File: src/rtl/digit_entry_if.sv
// digit_entry_if: button, preset and committed-value signals of the digit entry editor
interface digit_entry_if;
    logic btn_up;
    logic btn_down;
    logic btn_left;
    logic btn_right;
    logic load;
    logic [19:0] load_value;
    logic [19:0] value;
    logic [2:0] cursor;
    logic value_valid;
    logic changed;
    modport master (
        output btn_up, btn_down, btn_left, btn_right, load, load_value,
        input value, cursor, value_valid, changed
    );
    modport slave (
        input btn_up, btn_down, btn_left, btn_right, load, load_value,
        output value, cursor, value_valid, changed
    );
endinterface

File: src/rtl/digit_entry_editor.sv
// digit_entry_editor: debounced push-button editor of a 6-digit decimal value with ceiling check and preset load
module digit_entry_editor #(
    parameter int DEBOUNCE_CYCLES = 1_000_000,
    parameter int REPEAT_DELAY = 50_000_000,
    parameter int REPEAT_RATE = 10_000_000,
    parameter int MAX_VALUE = 999_999,
    parameter int RESET_VALUE = 1000
) (
    input logic clk,
    input logic rst,
    digit_entry_if.slave bus
);
    localparam int DW = $clog2(DEBOUNCE_CYCLES + 1);
    localparam int RW = $clog2(REPEAT_DELAY + 1);
    localparam logic [DW-1:0] DB_LAST = DW'(DEBOUNCE_CYCLES - 1);
    localparam logic [RW-1:0] RP_FIRE = RW'(REPEAT_DELAY);
    localparam logic [RW-1:0] RP_RELOAD = RW'(REPEAT_DELAY - REPEAT_RATE + 1);
    localparam logic [19:0] MAXV = 20'(MAX_VALUE);

    function automatic logic [23:0] to_bcd(int v);
        logic [23:0] r;
        int x;
        x = v;
        for (int i = 0; i < 6; i++) begin
            r[4*i +: 4] = 4'(x % 10);
            x = x / 10;
        end
        return r;
    endfunction

    localparam logic [23:0] RESET_BCD = to_bcd(RESET_VALUE);

    typedef enum logic [1:0] {IDLE, CONV, LOAD} state_t;

    state_t state;
    logic [3:0] raw, s1, s2, db, db_q, press;
    logic [DW-1:0] dcnt [4];
    logic [RW-1:0] rcnt [2];
    logic [1:0] rep;
    logic ev_up, ev_down;
    logic [5:0][3:0] dig, cand, adj;
    logic [3:0] cur_d, nxt_d;
    logic [19:0] acc, bin, lv, value;
    logic [4:0] step;
    logic [2:0] cursor;
    logic value_valid, changed;

    // bit order: 0 up, 1 down, 2 left, 3 right
    assign raw = {bus.btn_right, bus.btn_left, bus.btn_down, bus.btn_up};
    assign press = db & ~db_q;
    assign rep = {db[1] && rcnt[1] == RP_FIRE, db[0] && rcnt[0] == RP_FIRE};
    assign ev_up = press[0] | rep[0];
    assign ev_down = press[1] | rep[1];
    assign cur_d = dig[cursor];
    assign nxt_d = ev_up ? (cur_d == 4'd9 ? 4'd0 : cur_d + 4'd1) : (cur_d == 4'd0 ? 4'd9 : cur_d - 4'd1);
    assign lv = bus.load_value > MAXV ? MAXV : bus.load_value;

    for (genvar j = 0; j < 6; j++) begin : g_adj
        assign adj[j] = cand[j] >= 4'd5 ? cand[j] + 4'd3 : cand[j];
    end

    assign bus.value = value;
    assign bus.cursor = cursor;
    assign bus.value_valid = value_valid;
    assign bus.changed = changed;

    always_ff @(posedge clk) begin
        if (rst) begin
            s1 <= '0;
            s2 <= '0;
            db <= '0;
            db_q <= '0;
            for (int i = 0; i < 4; i++) dcnt[i] <= '0;
            for (int i = 0; i < 2; i++) rcnt[i] <= '0;
        end else begin
            s1 <= raw;
            s2 <= s1;
            db_q <= db;
            for (int i = 0; i < 4; i++) begin
                if (s2[i] == db[i]) dcnt[i] <= '0;
                else if (dcnt[i] == DB_LAST) begin
                    dcnt[i] <= '0;
                    db[i] <= s2[i];
                end else dcnt[i] <= dcnt[i] + 1'b1;
            end
            // after the first repeat, reload so the next one lands REPEAT_RATE later
            for (int i = 0; i < 2; i++)
                rcnt[i] <= !db[i] ? '0 : rep[i] ? RP_RELOAD : rcnt[i] + 1'b1;
        end
    end

    always_ff @(posedge clk) begin
        if (rst) begin
            state <= IDLE;
            value <= 20'(RESET_VALUE);
            dig <= RESET_BCD;
            cand <= '0;
            cursor <= '0;
            value_valid <= 1'b1;
            changed <= 1'b0;
            acc <= '0;
            bin <= '0;
            step <= '0;
        end else begin
            changed <= 1'b0;
            case (state)
                IDLE: begin
                    if (bus.load) begin
                        acc <= lv;
                        bin <= lv;
                        cand <= '0;
                        step <= '0;
                        value_valid <= 1'b0;
                        state <= LOAD;
                    end else if (ev_up || ev_down) begin
                        cand <= dig;
                        cand[cursor] <= nxt_d;
                        acc <= '0;
                        step <= '0;
                        value_valid <= 1'b0;
                        state <= CONV;
                    end else if (press[2]) cursor <= cursor == 3'd5 ? 3'd0 : cursor + 3'd1;
                    else if (press[3]) cursor <= cursor == 3'd0 ? 3'd5 : cursor - 3'd1;
                end
                CONV: begin
                    if (step == 5'd6) begin
                        if (acc <= MAXV) begin
                            value <= acc;
                            dig <= cand;
                            changed <= 1'b1;
                        end
                        value_valid <= 1'b1;
                        state <= IDLE;
                    end else begin
                        acc <= acc * 20'd10 + 20'(cand[3'(3'd5 - step[2:0])]);
                        step <= step + 5'd1;
                    end
                end
                LOAD: begin
                    // acc holds the clamped preset while cand accumulates its BCD form
                    if (step == 5'd20) begin
                        value <= acc;
                        dig <= cand;
                        changed <= 1'b1;
                        value_valid <= 1'b1;
                        state <= IDLE;
                    end else begin
                        {cand, bin} <= {adj, bin} << 1;
                        step <= step + 5'd1;
                    end
                end
                default: state <= IDLE;
            endcase
        end
    end
endmodule

File: src/flat_wrapper.sv
// flat-port wrapper written by rule: the top's interface ports become plain ports
module digit_entry_editor_flat 
#(
    parameter int DEBOUNCE_CYCLES = 1_000_000,
    parameter int REPEAT_DELAY = 50_000_000,
    parameter int REPEAT_RATE = 10_000_000,
    parameter int MAX_VALUE = 999_999,
    parameter int RESET_VALUE = 1000
)
  (clk, rst, bus_btn_up, bus_btn_down, bus_btn_left, bus_btn_right, bus_load, bus_load_value, bus_value, bus_cursor, bus_value_valid, bus_changed);
  digit_entry_if bus_i ();
  input logic clk;
  input logic rst;
  input wire logic [$bits(bus_i.btn_up)-1:0] bus_btn_up;
  input wire logic [$bits(bus_i.btn_down)-1:0] bus_btn_down;
  input wire logic [$bits(bus_i.btn_left)-1:0] bus_btn_left;
  input wire logic [$bits(bus_i.btn_right)-1:0] bus_btn_right;
  input wire logic [$bits(bus_i.load)-1:0] bus_load;
  input wire logic [$bits(bus_i.load_value)-1:0] bus_load_value;
  output wire logic [$bits(bus_i.value)-1:0] bus_value;
  output wire logic [$bits(bus_i.cursor)-1:0] bus_cursor;
  output wire logic [$bits(bus_i.value_valid)-1:0] bus_value_valid;
  output wire logic [$bits(bus_i.changed)-1:0] bus_changed;
  assign bus_i.btn_up = bus_btn_up;
  assign bus_i.btn_down = bus_btn_down;
  assign bus_i.btn_left = bus_btn_left;
  assign bus_i.btn_right = bus_btn_right;
  assign bus_i.load = bus_load;
  assign bus_i.load_value = bus_load_value;
  assign bus_value = bus_i.value;
  assign bus_cursor = bus_i.cursor;
  assign bus_value_valid = bus_i.value_valid;
  assign bus_changed = bus_i.changed;
  digit_entry_editor #(.DEBOUNCE_CYCLES(DEBOUNCE_CYCLES), .REPEAT_DELAY(REPEAT_DELAY), .REPEAT_RATE(REPEAT_RATE), .MAX_VALUE(MAX_VALUE), .RESET_VALUE(RESET_VALUE)) u_core (.clk(clk), .rst(rst), .bus(bus_i));
endmodule
File: config.mk
export PLATFORM = sky130hd
export DESIGN_NAME = digit_entry_editor_flat
export DESIGN_NICKNAME = d
export VERILOG_FILES = /design/src/rtl/digit_entry_if.sv /design/src/rtl/digit_entry_editor.sv /design/src/flat_wrapper.sv
export SDC_FILE = /design/constraint.sdc
export NUM_CORES = 1
export LEC_CHECK = 0
export BUFFER_PORTS_ARGS = -buffer_cell sky130_fd_sc_hd__buf_4
export CAP_MARGIN = 15
export CORE_ASPECT_RATIO = 0.6
export CORE_UTILIZATION = 63
export CTS_CLUSTER_DIAMETER = 100
export DETAILED_ROUTE_END_ITERATION = 10
export PLACE_DENSITY = 0.81
export RECOVER_POWER = 25
export SYNTH_ARGS = -nofsm -noshare
export SYNTH_HDL_FRONTEND = slang
export SYNTH_SLANG_ARGS = --single-unit
File: constraint.sdc
create_clock -name clk -period 4.25 [get_ports clk]
set_input_delay 0.425 -clock clk [delete_from_list [all_inputs] [get_ports clk]]
set_output_delay 0.425 -clock clk [all_outputs]
set_load 0.01 [all_outputs]
-- Word-level counts from Yosys, hierarchy flattened
Memory sizes are Yosys's and may differ from the RTL's.
Index checks and enable logic that the tools add are counted.
- add/sub/neg operators: 19
- $mul: 1
- div/mod/pow operators: 0
- magnitude comparators: 11
- eq/ne operators: 23
- shifts and indexed selects: 0
- muxes and demuxes: 124
- bitwise logic cells: 24
- reduce and logical (&&, ||, !) cells: 24
- operator list (cell ; number):
    $mux W20 ; 21
    $mux W26 ; 6
    $mux W24 ; 6
    $pmux W20 S2 ; 3
    $pmux W24 S2 ; 2
    $add A20 B1 Y20 const B ; 4
    $eq A20 B20 Y1 const B ; 4
    $mux W1 ; 54
    $add A26 B1 Y26 const B ; 2
    $eq A26 B26 Y1 const B ; 2
    $mux W4 ; 11
    $bmux W4 S3 ; 2
    $bwmux W24 ; 1
    $ge A4 B3 Y1 const B ; 6
    $add A20 B4 Y20 ; 1
    $add A4 B2 Y4 const B ; 5
    $gt A20 B20 Y1 const B ; 1
    $le A20 B20 Y1 const B ; 1
    $mul A20 B3 Y19 const B ; 1
    $mux W5 ; 4
    $or A1 B1 Y1 ; 16
    $reduce_and A4 Y1 ; 4
    $mux W3 ; 5
    $pmux W5 S3 ; 1
    36 further kinds ; 63
- register bits after elaboration: 136
- latch bits: 0
- memory bits (writable): 132
- bits in read-only memories: 0
- input bits: 27
- output and inout bits: 25
- word-level logic and storage cells: 255
- memories kept: 2
- memory list (memory ; depth ; bits a word ; rd ports ; clocked after memory_dff ; write ports ; RTL line ; source):
    u_core.dcnt ; 4 ; 20 ; 4 ; 0 ; 4 ; digit_entry_editor.sv:37 ; logic [DW-1:0] dcnt [4];
    u_core.rcnt ; 2 ; 26 ; 2 ; 0 ; 2 ; digit_entry_editor.sv:38 ; logic [RW-1:0] rcnt [2];

-- Longest topological paths before layout
- depth in word-level cells: 9
- mapped depth: 15
- mapped depth without buffers: 14

-- Least setup slack after synthesis
Ideal clock, no wire load.
- path kind: register to register
- from: register u_core.step[1]
- to: register u_core.acc[19]
- library setup time: 0.074 ns
- data arrival time: 3.258 ns
- data required time: 4.176 ns
- path slack: 0.918 ns
- stages on the path, launching flop included: 15
- path buffers: 0
- clock period less this slack: 3.332 ns
- cells stage by stage: dfxtp_1 > ha_1 > or2_2 > o21ai_0 > ha_1 > inv_1 > fa_1 > nor2b_1 > nor2_1 > nor2_1 > nand3_1 > nor3_1 > nand3_2 > or4_1 > a31oi_1
- word-level cells in the longest chain between the ends: 6
- elaborated cells between the ends (all ways): 9
- those cells by class: add/sub: 2; eq/ne: 2; mux: 4; reduce/logical: 1
- RTL lines (element ; RTL line ; source):
    from (decl) ; digit_entry_editor.sv:44 ; logic [4:0] step;
    from (signal assigned) ; digit_entry_editor.sv:136 ; step <= step + 5'd1;
    from (signal assigned) ; digit_entry_editor.sv:149 ; step <= step + 5'd1;
    $sub A3 B3 Y3 ; digit_entry_editor.sv:135 ; acc <= acc * 20'd10 + 20'(cand[3'(3'd5 - step[2:0])]);
    $bmux W4 S3 ; digit_entry_editor.sv:135 ;
    $mux W4 (implied by the code) ; digit_entry_editor.sv:135 ;
    $add A20 B4 Y20 ; digit_entry_editor.sv:135 ;
    $mux W20 ; digit_entry_editor.sv:126 ; if (step == 5'd6) begin
    $pmux W20 S2 ; digit_entry_editor.sv:106 ; case (state)
    to (signal assigned) ; digit_entry_editor.sv:109 ; acc <= lv;
    to (signal assigned) ; digit_entry_editor.sv:135 ;
    to (decl) ; digit_entry_editor.sv:43 ; logic [19:0] acc, bin, lv, value;
Several ways; a longest one is shown, not always the timed one. The select of a mux whose other input is x is not followed.
A chain may end at the register's enable or synchronous reset.

-- Worst setup path in the final report
- from: register u_core.cursor[0] (netlist: u_core.bus.cursor[0])
- to: register u_core.cand[1] (netlist name)
- word-level cells in the longest chain between the ends: 9
- elaborated cells between the ends (all ways): 18
- those cells by class: add/sub: 2; order compare: 2; eq/ne: 1; mux: 11; reduce/logical: 2
- RTL lines (element ; RTL line ; source):
    from (decl) ; digit_entry_editor.sv:45 ; logic [2:0] cursor;
    from (signal assigned) ; digit_entry_editor.sv:122 ; end else if (press[2]) cursor <= cursor == 3'd5 ? 3'd0 : cursor + 3'd1;
    from (signal assigned) ; digit_entry_editor.sv:123 ; else if (press[3]) cursor <= cursor == 3'd0 ? 3'd5 : cursor - 3'd1;
    $bmux W4 S3 ; digit_entry_editor.sv:54 ; assign cur_d = dig[cursor];
    $mux W4 (implied by the code) ; digit_entry_editor.sv:54 ;
    $sub A4 B1 Y4, or another cell as far along ; digit_entry_editor.sv:55 ; assign nxt_d = ev_up ? (cur_d == 4'd9 ? 4'd0 : cur_d + 4'd1) : (cur_d == 4'd0 ? 4'd9 : cur_d - 4'd1);
    $mux W4 (2 in series) ; digit_entry_editor.sv:55 ;
    $bwmux W24 * ; digit_entry_editor.sv:117 ; cand[cursor] <= nxt_d;
    $mux W24 * ; digit_entry_editor.sv:115 ; end else if (ev_up || ev_down) begin
    $mux W24 * ; digit_entry_editor.sv:108 ; if (bus.load) begin
    $pmux W24 S2 * ; digit_entry_editor.sv:106 ;
    to (signal assigned) ; digit_entry_editor.sv:116 ; cand <= dig;
    to (signal, indexed assignment) ; digit_entry_editor.sv:117 ;
    to (signal assigned) ; digit_entry_editor.sv:148 ; {cand, bin} <= {adj, bin} << 1;
    to (decl) ; digit_entry_editor.sv:41 ; logic [5:0][3:0] dig, cand, adj;
Every way passes the cells marked *; elsewhere a longest branch is shown, timed or not. The select of a mux whose other input is x is not followed.

==> results.md <==
- Setup violations remaining at the end of the flow were counted as 0.
- Dividing the detail-routed wire length by the instance count gives 17.3 um.
- The critical path start-end classification is reg -> reg.
- The upper clock frequency limit is 252 MHz.
- From synthesis to final layout, the design area changed by 11.1%.
- The repair_antennas step left the layout with diodes totalling 0.
- The region available for standard cell placement spans 23100 um2.
- Of the total power, the share spent switching nets is 0.338.
- In this run the tool buffered the top-level ports with 51 buffer cells.
- The initial utilization of the core area, before any placement, comes to 0.643.
- The number of maximum-capacitance violations is 2.
- The checks that failed: capacitance limit, slew limit.
- The relative max-transition margin is -0.655.
- The flow ran to the end, but the final reports show violations.
- The detailed-route DRC error count is 0.
- The deepest level of the CTS H-tree is 1.
- The violation count after the first detailed-routing iteration is 1150.
- The worst setup path is captured at a flop.
- Setup repair after global routing left no endpoint under its margin.
- Yosys mapped the design onto 77 distinct sky130hd cell types.
- The post-synthesis sequential area ratio is 0.414.
- Including well taps, the total number of placed cells is 2059.
- The startpoint identified for the worst register-to-register timing path is u_core.bus.cursor[0].
- The final layout contains 1867 nets.
- The wire length of the first global-routing pass is 59100 um.
- The worst-case IR drop observed on VDD is 0.000362 V.
- The design draws 7260 uW.
- The sequential share of power is 0.428.
- The total number of placement rows is 43.
- The synthesized design contains 80 enable-type register cells.
- Of the total power, the clock network draws 0.312.
- The register bit count reported by yosys is 268.
- The arrival time at the worst endpoint is 4.28 ns.
- The final count of pins violating max slew is 125.
- The share of the core filled with cells is 0.715.
- In the synthesized netlist the async set-or-reset flop fraction comes to 0.
- The CTS root buffer is clkbuf_16.
- The top-level I/O count is 52.
- The pre-antenna-repair detailed-routing pass consisted of 5 iterations.
- Setup slack on the worst reg-to-reg path comes out at 0.28 ns.
- The launching element type of the critical path is a flop.
- The later pin in the worst-skew pair is clocked with a latency of 0.56 ns.
- The endpoint identified for the worst register-to-register timing path is u_core.cand[1].
- The number of buffers between clock root and the deepest sink is 3.
- Between clock sinks in the finished design, the worst skew comes to 0.0155 ns.
- The die extent in y is 121 um.
- The startpoint identified for the worst hold timing path is bus_btn_down.
- The final route contains 12610 vias.
- Using the TritonRoute via totals, the vias-per-cell ratio works out to 5.98.
- Of the post-synthesis cell area, the dominant cell type holds 0.253.
- The final worst hold slack is 0.0954 ns.
- The final antenna-violating net count is 0.
- At the pin with the least slew margin, the transition time is 2.48 ns.
- The total of warnings raised by yosys is 0.
- The post-synthesis cell count is 1668.
- The leakage power summed over all cells is 0.00642 uW.
- The synthesized design spends more area on one cell type than any other, namely dfxtp_1.
- Setup total negative slack on the finished layout was measured at 0 ns.
- The number of instances on the worst hold path is 2.
- Across every metal layer, demand over resource in global routing totals 0.299.
- Entering global routing, the biggest net connects 74 pins.
- The clock transition at the registers of the reported paths is 0.07 ns.
- The overflow left after global routing is 0.
- In the finished design, the share of the clock period the worst path needs comes to 0.934.
- The die boundary width is 200 um.
- The die covers 24300 um2.
- TritonCTS built the clock tree.
- The share of total power dissipated in combinational logic is 0.260.
- The final number of hold-violating endpoints is 0.
- In this run the cell area of the synthesized design comes to 14900 um2.
- The number of hold buffers added after cts is 0.
- The class of the tightest hold or removal check is in -> reg.
- The number of sinks driven by the clock tree is 268.
- The final wirelength is 36400 um.
- The internal portion of the total power is 4800 uW.
- The number of global-route vias before repair is 11700.
- The maximum fanout encountered on the critical timing path is 20.
- The net switching power is 2450 uW.
- The shortest clock period the worst path allows after layout is 3.97 ns.
- At the end of routability-driven placement, the weighted congestion stood at 0.963.
- In this run the mean area of a mapped cell was 8.92 um2.
- Ranked by total cell area, the synthesized netlist is headed by dfxtp_1, edfxtp_1, nor2_1, ha_1, xor2_1.
- The data required time at the worst endpoint is 4.56 ns.
- The number of cells in the finished layout apart from fillers is 2107.
- Buffers inserted during clock tree synthesis total 26.
- Of the cells placed in the final design, the portion with a size suffix greater than 1 is 0.0636.
- For hold timing, the worst endpoint is u_core.s1[1].
- The depth of the worst register-to-register path is 9.
- The primary flip-flop cell chosen by synthesis mapping is dfxtp_1.
- After clock tree synthesis, the setup repair step added 0 buffers.
- After legalization and detailed placement, the total HPWL measured 25900 um.
- The number of gates resized after cts is 0.
- The number of antenna violations at the first check in global routing is 0.
- The power density over cell area is 439 nW/um2.
## kinds of logic after synthesis
logic type               after synthesis  share of synthesized area
AND/OR/NAND/NOR                      705                      0.231
AO/OA/AOI/OAI                        298                      0.130
flip-flops                           268                      0.414
XOR/XNOR                             139                     0.0818
buffers and inverters                118                     0.0303
multiplexers                          71                     0.0548
adder cells (fa/ha/maj)               68                     0.0582
other                                  1                   0.000252
## sequential cells by signal (all words and copies together) (netlist names), 2 cells and up
register,cells
u_core.dig,24
u_core.s2,4
u_core.dcnt,80
u_core.bus.cursor,3
u_core.cand,24
u_core.rcnt,52
u_core.db,4
u_core.acc,20
u_core.bus.value,20
u_core.step,5
u_core.state,2
u_core.db_q,4
u_core.s1,4
u_core.bin,20
## per-stage QoR
| step | setup WS (ns) | area (um2) |
|---|---|---|
| finish | 0.279 | 16500 |
| detailed placement | 0.539 | 15800 |
| global route | 0.112 | 16500 |
| floorplan | 0.918 | 15200 |
| CTS | 0.518 | 16600 |
| global placement | 0.637 | 15800 |
## power by group through the flow
stage                     Clock, uW  Sequential, uW  Combinational (uW)
after detailed placement          0            3150                1840
after global routing           2380            3130                2080
after global placement            0            3140                1780
final                          2260            3110                1890
after CTS                      2290            3090                1850
after floorplan                   0            3060                1410
## area by class of cell
| cell class | instances | area (um2) |
|---|---|---|
| Clock buffer | 32 | 693 |
| Multi-Input combinational cell | 1361 | 8590 |
| Sequential cell | 268 | 6170 |
| Inverter | 51 | 191 |
| Tap cell | 315 | 394 |
| Fill cell | 1816 | 6590 |
| Clock inverter | 16 | 128 |
| Timing Repair Buffer | 64 | 380 |
## worst max-delay path, cell delays in order (launching register included)
cell and delay (ns):
dfxtp_1 0.46, clkbuf_1 0.70, mux4_2 0.62, a22oi_2 0.43, nand3_1 0.16, and3_1 0.21
a21oi_1 0.62, o21ai_0 0.20, a22oi_1 0.22, a211oi_1 0.10
## synthesized netlist by cell type, drive strengths merged, types with 5 or more instances
library cell / count
a211oi: 27
a21o: 13
a21oi: 82
a221oi: 13
a22oi: 12
a311oi: 8
a31oi: 5
and2: 7
and3: 38
buf: 9
clkbuf: 58
dfxtp: 188
edfxtp: 80
ha: 66
inv: 50
mux2i: 59
mux4: 8
nand2: 128
nand2b: 18
nand3: 81
nand3b: 5
nand4: 19
nor2: 266
nor2b: 20
nor3: 36
nor3b: 8
nor4: 16
o211ai: 31
o21a: 5
o21ai: 77
o31ai: 5
or3: 36
xnor2: 62
xor2: 77
## worst max path at each step
stage	start	end	slack, ns	depth (start not counted)
6_report	u_core.bus.cursor[0]	u_core.cand[1]	0.28	9
5_1_grt	u_core.bus.cursor[0]	u_core.cand[1]	0.11	9
4_1_cts	u_core.step[2]	u_core.acc[19]	0.52	14
3_5_place_dp	u_core.step[2]	u_core.acc[19]	0.54	14
3_3_place_gp	u_core.step[2]	u_core.acc[19]	0.64	14
2_1_floorplan	u_core.step[1]	u_core.acc[19]	0.92	14
## routing by layer
| metal | global-route usage | share of wire | routed length (um) | up-vias |
|---|---|---|---|---|
| met5 | 0.0126 | 0.00096 | 35 | - |
| met1 | 0.443 | 0.48 | 17400 | 5951 |
| li1 | - | - | - | 6081 |
| met4 | 0.0673 | 0.018 | 644 | 2 |
| met2 | 0.433 | 0.41 | 14800 | 516 |
| met3 | 0.0760 | 0.095 | 3450 | 60 |
## cell usage in the layout (no fill, tap or decap), types with 5 or more instances in the layout
master,synthesis,routed
a21o_1,13,13
o211ai_1,31,31
a31oi_1,5,5
nor3_1,34,33
or3_1,36,36
nand3_1,80,80
o21a_1,5,5
nand4_1,18,18
mux2i_1,59,59
nand3b_1,5,5
xnor2_1,62,62
clkbuf_1,58,30
inv_1,50,50
a211oi_1,26,26
and2_1,7,7
xor2_1,77,77
conb_1,1,80
edfxtp_1,80,80
nor2b_1,20,20
a21oi_1,81,81
nor3b_1,7,7
nor4_1,14,14
dfxtp_1,188,188
nand2_1,128,128
o21ai_0,73,72
a22oi_1,11,11
buf_4,0,37
clkinv_2,0,9
nor2_1,265,265
and3_1,38,38
mux4_2,8,8
nand2b_1,18,18
a221oi_1,13,13
clkbuf_16,0,26
ha_1,66,66
a311oi_1,8,8
No activity file was read; power rests on OpenSTA's default activity.
